**src/rtl/sc_regbank_pkg.sv**
```systemverilog
// -----------------------------------------------------------------------------
// sc_regbank_pkg
// Shared definitions for the read/write register bank (sc_regbank_rw):
//   - default word/address widths and the hardwired register-0 value
//   - word_t / addr_t types used by the bank and its read ports
//   - pend_t : contents of the registered write stage
// Optional feature macro used by the bank: SC_REGBANK_BYPASS_EN
// -----------------------------------------------------------------------------
package sc_regbank_pkg;

    localparam int          DATAWIDTH_BUS_DEF   = 32;
    localparam int          ADDRWIDTH_DEF       = 3;
    localparam logic [31:0] DATA_REG0_CONST_DEF = 32'h0000_0000;

    typedef logic [DATAWIDTH_BUS_DEF-1:0] word_t;
    typedef logic [ADDRWIDTH_DEF-1:0]     addr_t;

    // Write accepted on the previous edge, waiting to land in the array.
    typedef struct packed {
        logic  valid;
        addr_t addr;
        word_t data;
    } pend_t;

endpackage

```
**src/rtl/sc_regbank_rw_if.sv**
```systemverilog
// -----------------------------------------------------------------------------
// sc_regbank_rw_if
// Bus bundle of the register bank: one write port (valid/addr/data), two
// combinational read ports, the write-error pulse and the busy flag.
//   master : drives write request and read addresses (datapath side)
//   slave  : the register bank
// Optional feature macro of the bank: SC_REGBANK_BYPASS_EN (no effect here).
// -----------------------------------------------------------------------------
interface sc_regbank_rw_if
    import sc_regbank_pkg::*;
#(
    parameter int DATAWIDTH_BUS = DATAWIDTH_BUS_DEF,
    parameter int ADDRWIDTH     = ADDRWIDTH_DEF
);
    logic                     SC_RegBANK_wr_valid_InHigh;
    logic [ADDRWIDTH-1:0]     SC_RegBANK_wr_addr_InBUS;
    logic [DATAWIDTH_BUS-1:0] SC_RegBANK_wr_data_InBUS;
    logic [ADDRWIDTH-1:0]     SC_RegBANK_rdA_addr_InBUS;
    logic [ADDRWIDTH-1:0]     SC_RegBANK_rdB_addr_InBUS;
    logic [DATAWIDTH_BUS-1:0] SC_RegBANK_rdA_data_OutBUS;
    logic [DATAWIDTH_BUS-1:0] SC_RegBANK_rdB_data_OutBUS;
    logic                     SC_RegBANK_wr_err_OutHigh;
    logic                     SC_RegBANK_busy_OutHigh;

    modport master (
        output SC_RegBANK_wr_valid_InHigh,
        output SC_RegBANK_wr_addr_InBUS,
        output SC_RegBANK_wr_data_InBUS,
        output SC_RegBANK_rdA_addr_InBUS,
        output SC_RegBANK_rdB_addr_InBUS,
        input  SC_RegBANK_rdA_data_OutBUS,
        input  SC_RegBANK_rdB_data_OutBUS,
        input  SC_RegBANK_wr_err_OutHigh,
        input  SC_RegBANK_busy_OutHigh
    );

    modport slave (
        input  SC_RegBANK_wr_valid_InHigh,
        input  SC_RegBANK_wr_addr_InBUS,
        input  SC_RegBANK_wr_data_InBUS,
        input  SC_RegBANK_rdA_addr_InBUS,
        input  SC_RegBANK_rdB_addr_InBUS,
        output SC_RegBANK_rdA_data_OutBUS,
        output SC_RegBANK_rdB_data_OutBUS,
        output SC_RegBANK_wr_err_OutHigh,
        output SC_RegBANK_busy_OutHigh
    );
endinterface

```
**src/rtl/sc_regbank_readport.sv**
```systemverilog
// -----------------------------------------------------------------------------
// sc_regbank_readport
// One combinational read port of the register bank.
//   i_addr       : read address
//   i_array_data : array word already selected by i_addr (don't-care for 0)
//   i_pend       : registered write stage of the bank
//   o_data       : DATA_REG0_CONST for address 0, otherwise the array word
//                  (or the pending word when forwarding is enabled)
// Macro SC_REGBANK_BYPASS_EN: when defined, a read hitting the pending write
// returns the pending data one edge before it commits.
// -----------------------------------------------------------------------------
module sc_regbank_readport
    import sc_regbank_pkg::*;
#(
    parameter word_t DATA_REG0_CONST = DATA_REG0_CONST_DEF
)(
    input  addr_t i_addr,
    input  word_t i_array_data,
    input  pend_t i_pend,
    output word_t o_data
);

`ifdef SC_REGBANK_BYPASS_EN
    logic w_hit;
    // Pending address is never 0, the explicit check keeps register 0 fixed
    // even if that ever changes.
    assign w_hit = i_pend.valid && (i_pend.addr == i_addr) && (i_addr != '0);
`else
    logic w_unused_pend;
    assign w_unused_pend = ^i_pend;
`endif

    always_comb begin
        o_data = i_array_data;
        if (i_addr == '0) begin
            o_data = DATA_REG0_CONST;
        end
`ifdef SC_REGBANK_BYPASS_EN
        else if (w_hit) begin
            o_data = i_pend.data;
        end
`endif
    end

endmodule

```
**src/rtl/sc_regbank_rw.sv**
```systemverilog
// -----------------------------------------------------------------------------
// sc_regbank_rw
// Writable register bank of 2**ADDRWIDTH words; register 0 is hardwired to
// DATA_REG0_CONST and has no storage.
// Ports:
//   SC_RegFIXED_CLOCK_50     : clock
//   SC_RegFIXED_RESET_InHigh : asynchronous active-high reset
//   bus (sc_regbank_rw_if.slave):
//     wr_valid/wr_addr/wr_data : write request, registered then committed
//                                on the following edge
//     rdA/rdB addr/data        : two independent combinational read ports
//     wr_err                   : one-cycle pulse, write to address 0 dropped
//     busy                     : a write is waiting in the stage register
// Macro SC_REGBANK_BYPASS_EN: forward the pending write to the read ports.
// -----------------------------------------------------------------------------
module sc_regbank_rw
    import sc_regbank_pkg::*;
#(
    parameter int    DATAWIDTH_BUS     = DATAWIDTH_BUS_DEF,
    parameter int    ADDRWIDTH         = ADDRWIDTH_DEF,
    parameter word_t DATA_REG0_CONST   = DATA_REG0_CONST_DEF,
    parameter word_t DATA_REGBANK_INIT = '0
)(
    input  logic            SC_RegFIXED_CLOCK_50,
    input  logic            SC_RegFIXED_RESET_InHigh,
    sc_regbank_rw_if.slave  bus
);

    localparam int NREGS = 2**ADDRWIDTH;

    // Slot 0 deliberately absent: it is a constant, not storage.
    logic [DATAWIDTH_BUS-1:0] r_array [1:NREGS-1];
    pend_t                    r_pend;
    logic                     r_wr_err;

    logic [DATAWIDTH_BUS-1:0] w_rdA_arr;
    logic [DATAWIDTH_BUS-1:0] w_rdB_arr;
    logic                     w_wr_accept;

    assign w_wr_accept = bus.SC_RegBANK_wr_valid_InHigh &&
                         (bus.SC_RegBANK_wr_addr_InBUS != '0);

    always_ff @(posedge SC_RegFIXED_CLOCK_50 or posedge SC_RegFIXED_RESET_InHigh) begin
        if (SC_RegFIXED_RESET_InHigh) begin
            for (int i = 1; i < NREGS; i++) begin
                r_array[i] <= DATA_REGBANK_INIT;
            end
            r_pend   <= '0;
            r_wr_err <= 1'b0;
        end else begin
            // Commit stage: the word captured on the previous edge lands now.
            if (r_pend.valid) begin
                r_array[r_pend.addr] <= r_pend.data;
            end
            // Capture stage: addr/data only move on an accepted write.
            r_pend.valid <= w_wr_accept;
            if (w_wr_accept) begin
                r_pend.addr <= bus.SC_RegBANK_wr_addr_InBUS;
                r_pend.data <= bus.SC_RegBANK_wr_data_InBUS;
            end
            r_wr_err <= bus.SC_RegBANK_wr_valid_InHigh &&
                        (bus.SC_RegBANK_wr_addr_InBUS == '0);
        end
    end

    // Address 0 would index outside the array; the read port discards it.
    always_comb begin
        w_rdA_arr = '0;
        w_rdB_arr = '0;
        if (bus.SC_RegBANK_rdA_addr_InBUS != '0) begin
            w_rdA_arr = r_array[bus.SC_RegBANK_rdA_addr_InBUS];
        end
        if (bus.SC_RegBANK_rdB_addr_InBUS != '0) begin
            w_rdB_arr = r_array[bus.SC_RegBANK_rdB_addr_InBUS];
        end
    end

    sc_regbank_readport #(
        .DATA_REG0_CONST (DATA_REG0_CONST)
    ) u_rdA (
        .i_addr       (bus.SC_RegBANK_rdA_addr_InBUS),
        .i_array_data (w_rdA_arr),
        .i_pend       (r_pend),
        .o_data       (bus.SC_RegBANK_rdA_data_OutBUS)
    );

    sc_regbank_readport #(
        .DATA_REG0_CONST (DATA_REG0_CONST)
    ) u_rdB (
        .i_addr       (bus.SC_RegBANK_rdB_addr_InBUS),
        .i_array_data (w_rdB_arr),
        .i_pend       (r_pend),
        .o_data       (bus.SC_RegBANK_rdB_data_OutBUS)
    );

    assign bus.SC_RegBANK_wr_err_OutHigh = r_wr_err;
    assign bus.SC_RegBANK_busy_OutHigh   = r_pend.valid;

endmodule
```
**src/flat_wrapper.sv**
```systemverilog
// flat-port wrapper written by rule: the top's interface ports become plain ports
module sc_regbank_rw_flat import sc_regbank_pkg::*;
#(
    parameter int    DATAWIDTH_BUS     = DATAWIDTH_BUS_DEF,
    parameter int    ADDRWIDTH         = ADDRWIDTH_DEF,
    parameter word_t DATA_REG0_CONST   = DATA_REG0_CONST_DEF,
    parameter word_t DATA_REGBANK_INIT = '0
)
  (SC_RegFIXED_CLOCK_50, SC_RegFIXED_RESET_InHigh, bus_SC_RegBANK_wr_valid_InHigh, bus_SC_RegBANK_wr_addr_InBUS, bus_SC_RegBANK_wr_data_InBUS, bus_SC_RegBANK_rdA_addr_InBUS, bus_SC_RegBANK_rdB_addr_InBUS, bus_SC_RegBANK_rdA_data_OutBUS, bus_SC_RegBANK_rdB_data_OutBUS, bus_SC_RegBANK_wr_err_OutHigh, bus_SC_RegBANK_busy_OutHigh);
  sc_regbank_rw_if #(.DATAWIDTH_BUS(DATAWIDTH_BUS), .ADDRWIDTH(ADDRWIDTH)) bus_i ();
  input  logic SC_RegFIXED_CLOCK_50;
  input  logic SC_RegFIXED_RESET_InHigh;
  input wire logic [$bits(bus_i.SC_RegBANK_wr_valid_InHigh)-1:0] bus_SC_RegBANK_wr_valid_InHigh;
  input wire logic [$bits(bus_i.SC_RegBANK_wr_addr_InBUS)-1:0] bus_SC_RegBANK_wr_addr_InBUS;
  input wire logic [$bits(bus_i.SC_RegBANK_wr_data_InBUS)-1:0] bus_SC_RegBANK_wr_data_InBUS;
  input wire logic [$bits(bus_i.SC_RegBANK_rdA_addr_InBUS)-1:0] bus_SC_RegBANK_rdA_addr_InBUS;
  input wire logic [$bits(bus_i.SC_RegBANK_rdB_addr_InBUS)-1:0] bus_SC_RegBANK_rdB_addr_InBUS;
  output wire logic [$bits(bus_i.SC_RegBANK_rdA_data_OutBUS)-1:0] bus_SC_RegBANK_rdA_data_OutBUS;
  output wire logic [$bits(bus_i.SC_RegBANK_rdB_data_OutBUS)-1:0] bus_SC_RegBANK_rdB_data_OutBUS;
  output wire logic [$bits(bus_i.SC_RegBANK_wr_err_OutHigh)-1:0] bus_SC_RegBANK_wr_err_OutHigh;
  output wire logic [$bits(bus_i.SC_RegBANK_busy_OutHigh)-1:0] bus_SC_RegBANK_busy_OutHigh;
  assign bus_i.SC_RegBANK_wr_valid_InHigh = bus_SC_RegBANK_wr_valid_InHigh;
  assign bus_i.SC_RegBANK_wr_addr_InBUS = bus_SC_RegBANK_wr_addr_InBUS;
  assign bus_i.SC_RegBANK_wr_data_InBUS = bus_SC_RegBANK_wr_data_InBUS;
  assign bus_i.SC_RegBANK_rdA_addr_InBUS = bus_SC_RegBANK_rdA_addr_InBUS;
  assign bus_i.SC_RegBANK_rdB_addr_InBUS = bus_SC_RegBANK_rdB_addr_InBUS;
  assign bus_SC_RegBANK_rdA_data_OutBUS = bus_i.SC_RegBANK_rdA_data_OutBUS;
  assign bus_SC_RegBANK_rdB_data_OutBUS = bus_i.SC_RegBANK_rdB_data_OutBUS;
  assign bus_SC_RegBANK_wr_err_OutHigh = bus_i.SC_RegBANK_wr_err_OutHigh;
  assign bus_SC_RegBANK_busy_OutHigh = bus_i.SC_RegBANK_busy_OutHigh;
  sc_regbank_rw #(.DATAWIDTH_BUS(DATAWIDTH_BUS), .ADDRWIDTH(ADDRWIDTH), .DATA_REG0_CONST(DATA_REG0_CONST), .DATA_REGBANK_INIT(DATA_REGBANK_INIT)) u_core (.SC_RegFIXED_CLOCK_50(SC_RegFIXED_CLOCK_50), .SC_RegFIXED_RESET_InHigh(SC_RegFIXED_RESET_InHigh), .bus(bus_i));
endmodule
```
**config.mk**
```make
export PLATFORM = sky130hd
export DESIGN_NAME = sc_regbank_rw_flat
export DESIGN_NICKNAME = d
export VERILOG_FILES = /design/src/rtl/sc_regbank_pkg.sv /design/src/rtl/sc_regbank_rw_if.sv /design/src/rtl/sc_regbank_readport.sv /design/src/rtl/sc_regbank_rw.sv /design/src/flat_wrapper.sv
export SDC_FILE = /design/constraint.sdc
export NUM_CORES = 1
export LEC_CHECK = 0
export BUFFER_PORTS_ARGS = -buffer_cell sky130_fd_sc_hd__buf_2
export CORE_MARGIN = 4
export CORE_UTILIZATION = 55
export CTS_CLUSTER_DIAMETER = 150
export CTS_CLUSTER_SIZE = 12
export DETAILED_ROUTE_END_ITERATION = 10
export PLACE_DENSITY = 0.88
export REMOVE_ABC_BUFFERS = 1
export SLEW_MARGIN = 20
export SYNTH_ARGS = -nofsm -noshare
export SYNTH_HDL_FRONTEND = slang
export SYNTH_SLANG_ARGS = --single-unit
export TNS_END_PERCENT = 30
```
**constraint.sdc**
```tcl
create_clock -name SC_RegFIXED_CLOCK_50 -period 9.55 [get_ports SC_RegFIXED_CLOCK_50]
set_input_delay 2.3875 -clock SC_RegFIXED_CLOCK_50 [delete_from_list [all_inputs] [get_ports SC_RegFIXED_CLOCK_50]]
set_output_delay 2.3875 -clock SC_RegFIXED_CLOCK_50 [all_outputs]
set_load 0.005 [all_outputs]
```
# Word level (Yosys, flattened, before mapping)

Cells that the tools add are included.
W data, S select, Z words.

Add/sub/neg operators: 0
Multiply operators: 0
Divide/modulo/power cells: 0
Magnitude comparators: 4
Equality and inequality tests: 0
Shift operators: 0
Mux-type cells: 13
Bitwise logic cells: 3
Reduce and logical (&&, ||, !) cells: 9

Operators by type and width:

| cell                 | count |
|---|---|
| $mux W32             | 9 |
| $bwmux W224          | 1 |
| $bmux W32 S3         | 2 |
| $demux W32 S3        | 1 |
| $ge A4 B4 Y1 const B | 3 |
| $not A3 Y4           | 3 |
| $logic_not A3 Y1     | 3 |
| $reduce_bool A3 Y1   | 3 |
| $lt A4 B1 Y1 const B | 1 |
| $logic_and A1 B1 Y1  | 3 |

Register bits: 261
Bits in latches: 0
Memory bits (writable): 0
ROM bits: 0
Input bits: 44
Output and inout bits: 66
Word-level logic and storage cells: 40
Memories: 0

# Longest topological paths before layout

Depth after elaboration: 6
Depth in mapped cells: 5
Mapped depth without buffers: 3

# By module

From an unflattened synthesis, not the netlist that was laid out.

Cells, all modules: 1035
Area total of the unflattened synthesis: 14386.3 um^2

By module, submodules not included:

| module              | instances | cells an instance | area each (um^2) | seq. area each (um^2) |
|---|---|---|---|---|
| sc_regbank_rw       | 1         | 953               | 13693.1          | 6531.3 |
| sc_regbank_readport | 2         | 41                | 346.6            | 0.0 |

# Least setup slack after synthesis

Ideal clock, no wire load.

Kind: input to output
Start: in bus_SC_RegBANK_rdB_addr_InBUS[1]
End: out bus_SC_RegBANK_rdB_data_OutBUS[10]
Arrival: 3.356 ns
Required time: 7.162 ns
Path slack: 3.807 ns
Stages: 5
Buffers on the path: 2
Path through: buf_2 buf_6 mux2_2 a221oi_1 a221oi_1

Longest elaborated chain between the ends: 6
Elaborated cells between the ends (all ways): 8
Those cells by class: mux: 5; bitwise: 1; reduce/logical: 2

RTL lines:

| what                                         | RTL line                  | RTL |
|---|---|---|
| start: declaration                           | flat_wrapper.sv:17        | `input wire logic [$bits(bus_i.SC_RegBANK_rdB_addr_InBUS)-1:0] bus_SC_RegBANK_rdB_addr_InBUS;` |
| $not A3 Y4 (implied by the code)             | sc_regbank_rw.sv:74       | `w_rdB_arr = r_array[bus.SC_RegBANK_rdB_addr_InBUS];` |
| $bmux W32 S3                                 | sc_regbank_rw.sv:74       |  |
| $mux W32 (implied by the code) (2 in series) | sc_regbank_rw.sv:74       |  |
| $mux W32                                     | sc_regbank_rw.sv:73       | `if (bus.SC_RegBANK_rdB_addr_InBUS != '0) begin` |
| $mux W32 (*)                                 | sc_regbank_readport.sv:35 | `if (i_addr == '0) begin` |
| end: declaration                             | flat_wrapper.sv:19        | `output wire logic [$bits(bus_i.SC_RegBANK_rdB_data_OutBUS)-1:0] bus_SC_RegBANK_rdB_data_OutBUS;` |

Every way passes the cells marked *; elsewhere a longest branch is shown, timed or not. The select of a mux whose other input is x is not followed.

# Final worst setup path

Start: in bus_SC_RegBANK_rdA_addr_InBUS[0]
End: out bus_SC_RegBANK_rdA_data_OutBUS[24]

Longest elaborated chain between the ends: 6
Elaborated cells between the ends (all ways): 8
Those cells by class: mux: 5; bitwise: 1; reduce/logical: 2

RTL lines:

| what                                         | RTL line                  | RTL |
|---|---|---|
| start: declaration                           | flat_wrapper.sv:16        | `input wire logic [$bits(bus_i.SC_RegBANK_rdA_addr_InBUS)-1:0] bus_SC_RegBANK_rdA_addr_InBUS;` |
| $not A3 Y4 (implied by the code)             | sc_regbank_rw.sv:71       | `w_rdA_arr = r_array[bus.SC_RegBANK_rdA_addr_InBUS];` |
| $bmux W32 S3                                 | sc_regbank_rw.sv:71       |  |
| $mux W32 (implied by the code) (2 in series) | sc_regbank_rw.sv:71       |  |
| $mux W32                                     | sc_regbank_rw.sv:70       | `if (bus.SC_RegBANK_rdA_addr_InBUS != '0) begin` |
| $mux W32 (*)                                 | sc_regbank_readport.sv:35 |  |
| end: declaration                             | flat_wrapper.sv:18        | `output wire logic [$bits(bus_i.SC_RegBANK_rdA_data_OutBUS)-1:0] bus_SC_RegBANK_rdA_data_OutBUS;` |

Marks and branches as above.

==> results by group <==
CTS
  • CTS root buf: clkbuf_16
  • Post-CTS sizing: 0
  • Postcts setup bufs: 0
  • Reg clk slew, reported paths: approximately 0.060 ns
  • CTS tree: built
  • Worst skew pair latency: 0.52 ns
  • Depth of the CTS H-tree: 1
  • Cts bufs inserted: 25
  • CTS Hold Bufs: 0
  • Bufs on Longest Clock Path: 3
  • Clock sinks: 261

Placement
  • Placer congestion estimate: 0.787
  • DP Worst Slack: 2.26 ns
  • IO Port Bufs: between 100 and 150
  • HPWL Detailed: 18.5 mm

Route
  • Drc violations: 0
  • Vias per Instance: 6.68
  • Initial DRC Count: 578
  • Final ANT Viol Nets: 0
  • Routed vias: 8,911
  • Post-Route WL: 33.2 mm
  • Wire per inst: 24.9 um
  • Drt first pass iters: 5

STA
  • Max Clock Skew: 0.00805 ns
  • Tcrit/Tclk final: 77.7%
  • Unrepaired setup endpoints after global routing: no
  • Setup violators final: 0
  • Final hold violations: 0
  • Fin Setup TNS: 0 ns
  • Least-Margin Pin Slew: 1.14 ns
  • Post-route setup slack: 2.13 ns
  • Smallest hold slack: 0.527 ns
  • Slew headroom: between 20% and 30%
  • Minimum clock period: approximately 7.4 ns
  • Final Slew Violations: 0
  • Achievable clock frequency: 135 MHz

Worst setup path
  • Crit path max fanout: between 50 and 60
  • R2r setup slk: 7.37 ns
  • R2r worst-path depth: 4
  • CP endpoint kind: primary output
  • CP arrival: 5.03 ns
  • Crit path required time: 7.16 ns
  • Crit start category: primary input
  • R2R Path Start: u_core.bus.SC_RegBANK_busy_OutHigh
  • CP cell instances: buf_4 -> buf_4 -> mux2_2 -> a221oi_1 -> a221oi_1 -> buf_2
  • Crit-path max cell delay: 0.89 ns
  • CP max stage cell: buf_4
  • Crit Path Class: in -> out
  • R2R Path End: u_core.r_array[116]

Die
  • Die W: 164 um
  • Die Ht: 164 um
  • I/O pins: 110
  • Core area: 23,800 um^2
  • DIE AREA: 27,000 um^2
  • Initial Utilization: 56.5%
  • Site row count: 56

Power
  • VDD IR max: approximately 110 uV
  • Tot Pwr: 3.79 mW
  • Pwr dens: 260 nW/um^2
  • Clock power share: 22.4%
  • Cell-internal power: 2.64 mW
  • Fraction of power spent switching nets: 30.5%
  • Leak: 6.48 nW
  • Combinational fraction of design power: approximately 28%
  • Flop pwr share: 49.7%
  • Switching pwr: 1.16 mW

Finish
  • Layout Utilization: 61.3%
  • Area growth, synth to finish: 8.53%
  • NumNets Final: 1,059
  • Antenna diodes: 0
  • Fill cell count: 1,807
  • Layout cell share with drive strength beyond 1: 47.3%

Status
  • Status: finished clean

Synth
  • Synth area leader: dfrtp_1
  • Most frequent cells after synthesis: 300 x mux2_2, 261 x dfrtp_1, 128 x mux2i_1
  • Seq/Total Area, Yosys: 48.7%
  • Top area cells in the synthesized netlist: dfrtp_1 49%, mux2_2 25%, mux2i_1 9.6%, a221oi_1 8.2%, buf_6 2.0%
  • Syn Std Cell Area: 13,400 um^2
  • Post-synthesis register bit count: 261
  • EDFF count, synth: 0
  • Gate Count Post-Synth: 952
  • Syn. warnings: 0
  • Async set-reset flop share out of synthesis: 100%
  • Syn avg cell area: ~14 um^2
  • Synth top area share: 48.7%
  • Synth Flop Type: dfrtp_1
  • Post-synthesis cell type count: 26
  • Most repeated cell in the gate-level netlist after synthesis: mux2_2

GRT
  • Remaining global-route overflow: 0
  • Aggregate global-route resource usage: 24.1%
  • Largest net degree at the start of global routing: ~140
  • Vias in the first global route: a little over 9,000
  • First-pass GRT wire length: between 50 and 60 mm
  • Initial antenna violation count: 0
  • GR peak layer: met2
  • Grt met2 use: between 30% and 40%
  • Met1 Usage GRT: 33.0%
  • M3 GR Usage: 4.57%

Worst hold path
  • Hold Crit Class: reg -> reg
  • Worst Min Path Start: u_core.r_array[109]
  • Hold Path Depth: 1
  • Hold EP: u_core.r_array[109]

Flow run
  • Max cap viols: 0
-- cells in the final DEF, fill, tap and decap left out, drive strengths merged, types with 2 or more instances in the layout --
cell / instances
and2: 2
and4bb: 2
inv: 3
nand2: 5
a221oi: 126
mux2: 320
clkbuf: 25
and2b: 2
nand4b: 3
buf: 125
a22o: 3
mux2i: 128
dfrtp: 261
nor2b: 2
-- final cells by class --
| type | instances | area, um^2 | area share [%] |
|---|---|---|---|
| Clock buffer | 25 | 626 | 4.30 |
| Inverter | 3 | 18.8 | 0.129 |
| Sequential cell | 261 | 6530 | 44.9 |
| Timing Repair Buffer | 125 | 691 | 4.74 |
| Clock inverter | 1 | 5.00 | 0.0344 |
| Tap cell | 319 | 399 | 2.74 |
| Multi-Input combinational cell | 599 | 6290 | 43.2 |
-- kinds of logic after synthesis --
kind of cell	after synthesis	synth area share, %
AOI/OAI and AO/OA	132	8.67
and+or+nand+nor	19	1.19
buffers and inverters	92	4.56
muxes	448	36.9
DFF	261	48.7
-- sequential cells by signal, indices dropped and copies added (netlist names) --
name                                  count
u_core.r_array                          224
u_core.r_pend                            35
u_core.bus.SC_RegBANK_busy_OutHigh        1
u_core.bus.SC_RegBANK_wr_err_OutHigh      1
-- worst max path at each step --
stage	from	endpoint	slack, ns	cells after the start
floorplan	SC_RegFIXED_RESET_InHigh	u_core.bus.SC_RegBANK_busy_OutHigh	-0.02	1
finish	bus_SC_RegBANK_rdA_addr_InBUS[0]	bus_SC_RegBANK_rdA_data_OutBUS[24]	2.13	6
global route	bus_SC_RegBANK_rdA_addr_InBUS[0]	bus_SC_RegBANK_rdA_data_OutBUS[24]	2.11	6
CTS	bus_SC_RegBANK_rdA_addr_InBUS[0]	bus_SC_RegBANK_rdA_data_OutBUS[24]	2.21	6
global placement	bus_SC_RegBANK_rdA_addr_InBUS[0]	bus_SC_RegBANK_rdA_data_OutBUS[8]	2.32	6
detailed placement	bus_SC_RegBANK_rdA_addr_InBUS[0]	bus_SC_RegBANK_rdA_data_OutBUS[8]	2.26	6
-- through the flow --
stage / std cells / instance area (um^2)
2_1_floorplan: 863 / 12800
3_3_place_gp: 1306 / 13900
3_5_place_dp: 1306 / 13900
4_1_cts: 1332 / 14500
5_1_grt: 1333 / 14600
6_report: 1333 / 14600
-- worst max-delay path: cells and delay by family --
family | cells | cell delay (ns)
buffers and inverters | 3 | 1.66
muxes | 1 | 0.43
AOI/OAI and AO/OA | 2 | 0.48
-- routing by layer --
layer / part of all wire (%) / wire [um]
met5: 0 / 0
met4: 2.7 / 893
met3: 6.9 / 2300
met2: 47 / 15700
met1: 43 / 14300
-- power by group through the flow --
stage / Sequential (mW) / Clock [mW] / Combinational (mW)
floorplan: 1.77 / 0 / 0.802
global placement: 1.84 / 0 / 1.01
detailed placement: 1.88 / 0 / 1.05
CTS: 1.87 / 0.859 / 1.06
global route: 1.93 / 0.904 / 1.16
finish: 1.88 / 0.848 / 1.06
(Power assumes the default switching activity.)
